### config.mk
export PLATFORM = sky130hd
export DESIGN_NAME = alu_serial_ctrl
export DESIGN_NICKNAME = d
export VERILOG_FILES = /design/src/rtl/alu_serial_ctrl.sv
export SDC_FILE = /design/constraint.sdc
export NUM_CORES = 1
export LEC_CHECK = 0
export CORE_MARGIN = 2
export CORE_UTILIZATION = 35
export DETAILED_ROUTE_END_ITERATION = 8
export GPL_ROUTABILITY_DRIVEN = 0
export GPL_TIMING_DRIVEN = 0
export SETUP_SLACK_MARGIN = 0.2
export SKIP_CTS_REPAIR_TIMING = 1
export SYNTH_ARGS = -nofsm -noshare
export SYNTH_HDL_FRONTEND = slang
export SYNTH_SLANG_ARGS = --single-unit
### constraint.sdc
create_clock -name clk -period 4.8 [get_ports clk]
set_clock_uncertainty 0.15 [all_clocks]
set_input_delay 1.2 -clock clk [delete_from_list [all_inputs] [get_ports clk]]
set_output_delay 1.2 -clock clk [all_outputs]
set_load 0.005 [all_outputs]
### src/rtl/alu_serial_ctrl.sv
// alu_serial_ctrl: bit-serial ALU sequencer that steps one shared adder/gate cell
// LSB-first across a WIDTH-bit operation, latching operands on a start handshake.
module alu_serial_ctrl #(
   parameter int WIDTH = 8
) (
   input  logic             clk,
   input  logic             rst,
   input  logic             start,
   input  logic [2:0]       op,
   input  logic [WIDTH-1:0] a,
   input  logic [WIDTH-1:0] b,
   output logic             busy,
   output logic             done,
   output logic [WIDTH-1:0] y,
   output logic             cout,
   output logic             zero
);
   localparam int CW = $clog2(WIDTH);
   typedef enum logic [1:0] {IDLE, RUN, DONE} state_t;
   state_t           r_state, w_next;
   logic [WIDTH-1:0] r_a, r_b;
   logic [WIDTH-2:0] r_res;
   logic [2:0]       r_op;
   logic [CW-1:0]    r_cnt;
   logic             r_c;
   logic             w_ai, w_bi, w_arith, w_sum, w_cy, w_s, w_last, w_acc;
   logic [WIDTH-1:0] w_y;
   assign w_ai    = r_a[0];
   assign w_arith = (r_op == 3'b000) || (r_op == 3'b001) || (r_op == 3'b111);
   assign w_bi    = (r_op == 3'b001) ? ~r_b[0] : (r_op == 3'b111) ? 1'b0 : r_b[0];
   assign w_sum   = w_ai ^ w_bi ^ r_c;
   assign w_cy    = (w_ai & w_bi) | (r_c & (w_ai ^ w_bi));
   assign w_s     = w_arith          ? w_sum :
                    (r_op == 3'b010) ? (w_ai & r_b[0]) :
                    (r_op == 3'b011) ? (w_ai | r_b[0]) :
                    (r_op == 3'b100) ? (w_ai ^ r_b[0]) :
                    (r_op == 3'b101) ? ~(w_ai & r_b[0]) : ~w_ai;
   assign w_last  = r_cnt == CW'(WIDTH - 1);
   // the current bit enters at the MSB, so after WIDTH steps bit 0 sits at the LSB
   assign w_y     = {w_s, r_res};
   always_comb begin
      w_next = r_state;
      busy   = 1'b0;
      done   = 1'b0;
      w_acc  = 1'b0;
      case (r_state)
         IDLE: begin
            w_acc  = start;
            w_next = start ? RUN : IDLE;
         end
         RUN: begin
            busy   = 1'b1;
            w_next = w_last ? DONE : RUN;
         end
         DONE: begin
            done   = 1'b1;
            w_next = IDLE;
         end
         default: w_next = IDLE;
      endcase
   end
   always_ff @(posedge clk) begin
      if (rst) begin
         r_state <= IDLE;
         r_cnt   <= '0;
         r_c     <= 1'b0;
         y       <= '0;
         cout    <= 1'b0;
         zero    <= 1'b1;
      end else begin
         r_state <= w_next;
         if (w_acc) begin
            r_a   <= a;
            r_b   <= b;
            r_op  <= op;
            r_cnt <= '0;
            r_c   <= (op == 3'b001) || (op == 3'b111);
         end else if (busy) begin
            r_a   <= r_a >> 1;
            r_b   <= r_b >> 1;
            r_res <= w_y[WIDTH-1:1];
            r_cnt <= r_cnt + 1'b1;
            if (w_arith) r_c <= w_cy;
            if (w_last) begin
               y    <= w_y;
               cout <= w_arith & w_cy;
               zero <= w_y == '0;
            end
         end
      end
   end
endmodule

==> impl_metrics.csv <==
group,metric,value,unit
route,vias_per_cell,4.619,
global_route,grt_start_max_net_pins,17,
synth,yosys.area.top_type_share,41.99,%
cells_and_area,diodes,0,
route,finalWirelength,3512,um
route,ant_nets,0,
clock_tree,clockRootBuffer,"clkbuf_8",
die,coreArea,0.005107,mm2
sta,fin_crit_sh,66.33,%
power_and_ir_drop,leakage,0.9054,nW
min_path,hp-class,"reg2reg",
critical_path,path_class,"in2reg",
cells_and_area,utilization,46.25,%
sta,setup_viol,0,
power_and_ir_drop,p_per_area,308.8,mW/mm2
global_route,grt_pass1_wl,5733,um
cells_and_area,drive_above_1_share,9.050,%
global_route,track_usage,12.40,%
power_and_ir_drop,p_clk_share,32.3,%
global_route,grt_antenna_before_repair,0,
clock_tree,cts_tree,"yes",
sta,worstMarginPinSlew,0.9209,ns
clock_tree,cts_buffers,5,
sta,tns,0,ns
sta,slew_headroom,38.60,%
route,post_drt_wl_per_cell,12.07,um
power_and_ir_drop,share_comb_of_total_power,11.3,%
die,ios,34,
route,drc,0,
synth,synth_nets,208,
critical_path,rr_worst_depth,10,
cells_and_area,nets,247,
die,start_util,36.40,%
die,die_w,76.89,um
sta,max_freq,314.1,MHz
sta,period_minus_slack,3.184,ns
synth,syn_avg_cell_area,10.27,um2
route,vias,1344,
cells_and_area,n_fill_cell,528,
critical_path,worstPathArrival,2.95,ns
clock_tree,clockBufferDepth,2,
cells_and_area,multiInputGateArea,690.7,um2
die,std_cell_rows,26,
sta,slew_viol_final,0,
placement,port_buffers,32,
critical_path,critPathLaunchType,"input port",
clock_tree,clk_pin_slew_worst_paths,0.08,ns
clock_tree,cts_max_level,2,
synth,synth_largest_area_cell,"edfxtp_1",
power_and_ir_drop,irDropWorstVdd,0.0002047,V
clock_tree,clock-sinks,42,
clock_tree,clock_latency,0.29,ns
synth,yosysMostFrequentCell,"nand2_1",
placement,hpwl,2480,um
run,drv_cap,0,
min_path,hold_depth,2,
power_and_ir_drop,p_int,0.5590,mW
critical_path,critPathCaptureType,"flop",
synth,ys_ff_latch,42,
global_route,gr-total-overflow,0,
synth,synth_edf_count,26,
power_and_ir_drop,switching_share,23.37,%
route,firstDrtPassIters,4,
sta,grt_setup_unrepaired,"no",
synth,syn_area,0.001859,mm2
die,die_h,76.89,um
synth,synthCells,181,
synth,synthTopCellsByArea,"edfxtp_1, dfxtp_1, nand2_1, a21oi_1, ha_1",
synth,yosys_most_used_dff,"edfxtp_1",
sta,hold_slack,0.3064,ns
critical_path,path_max_fanout,16,
synth,synth_common_cells,"nand2_1, edfxtp_1, dfxtp_1",
global_route,grt_pass1_vias,1199,
cells_and_area,regArea,0.001101,mm2
synth,yosysSeqAreaShare,59.22,%
power_and_ir_drop,switching_power,0.1705,mW
power_and_ir_drop,seq_power_share,56.3,%
cells_and_area,area_growth,27.05,%
die,die_area,0.005911,mm2
status,status,"finished clean",
route,drt_iter0_drc,48,
synth,synth_cell_types,36,
sta,hold_viol_final,0,
synth,ys_async_sr_fraction,0,%
critical_path,crit_required,4.57,ns
synth,synth_warnings,0,
## cells by family after synthesis
family | share of synthesized area, %
AND/OR/NAND/NOR | 20.93
flip-flops | 59.22
AO/OA/AOI/OAI | 8.345
buffers and inverters | 3.835
multiplexers | 2.961
adder cells (fa/ha/maj) | 3.769
XOR/XNOR | 0.9423
## final cells by class
type,instances,area share (%)
buffer,8,1.907
clock buffer,7,3.655
clock inverter,1,0.2119
inverter,7,1.112
multi-input combinational,124,29.24
sequential,42,46.61
tap,70,3.708
timing repair buffer,32,13.56
## worst max-delay path, stage by stage
cell and delay, ns:
clkdlybuf4s50_1 0.49, nand2_1 0.18, clkbuf_1 0.30, a21oi_2 0.77
## sequential cells by signal, indices dropped and copies added (netlist names)
| signal | count |
|---|---|
| r_res | 7 |
| r_b | 8 |
| r_a | 8 |
| r_state | 2 |
| r_c | 1 |
| zero | 1 |
| r_op | 3 |
| r_cnt | 3 |
| cout | 1 |
| y | 8 |
## layer usage
metal / GRT usage (%) / share of wire (%) / vias to the layer above
li1: - / - / 690
met1: 16.53 / 49 / 631
met3: 3.294 / 2.6 / 6
met5: 0 / 0 / -
met2: 18.95 / 46 / 17
met4: 5.455 / 1.9 / 0
## per-stage QoR
| step | std cells | power [mW] | cell area, um2 | worst slack [ns] |
|---|---|---|---|---|
| 5_1_grt | 291 | 0.7673 | 2362 | 1.426 |
| 4_1_cts | 291 | 0.7392 | 2362 | 1.578 |
| 6_report | 291 | 0.7294 | 2362 | 1.616 |
| 3_5_place_dp | 283 | 0.5032 | 2271 | 1.261 |
| 2_1_floorplan | 181 | 0.4694 | 1859 | 1.829 |
| 3_3_place_gp | 283 | 0.5007 | 2267 | 0.7739 |
## path summary, 6_finish.rpt
check / startpoint / end / slack [ns]
worst min-delay path: y[3] / y[3] / 0.31
worst max register to register: r_op[1] / zero / 2.31
worst min register to register: y[3] / y[3] / 0.31
worst max-delay path: start / r_b[7] / 1.62
## layout by cell type (no fill, tap or decap), types with 4 or more instances in the layout
cell             count
ha_1                 4
edfxtp_1            26
clkbuf_8             6
inv_1                6
nor2_1              10
dfxtp_1             16
nand2_1             61
a21oi_1             12
mux2i_1              4
clkdlybuf4s50_1     32
## power by group through the flow
| stage | Clock, mW | Sequential [mW] | Combinational (mW) |
|---|---|---|---|
| final | 0.236 | 0.411 | 0.0828 |
| after floorplan | 0 | 0.417 | 0.0524 |
| after detailed placement | 0 | 0.419 | 0.0840 |
| after CTS | 0.244 | 0.411 | 0.0843 |
| after global routing | 0.260 | 0.413 | 0.0943 |
| after global placement | 0 | 0.419 | 0.0818 |
No activity file was read; power rests on OpenSTA's default activity.
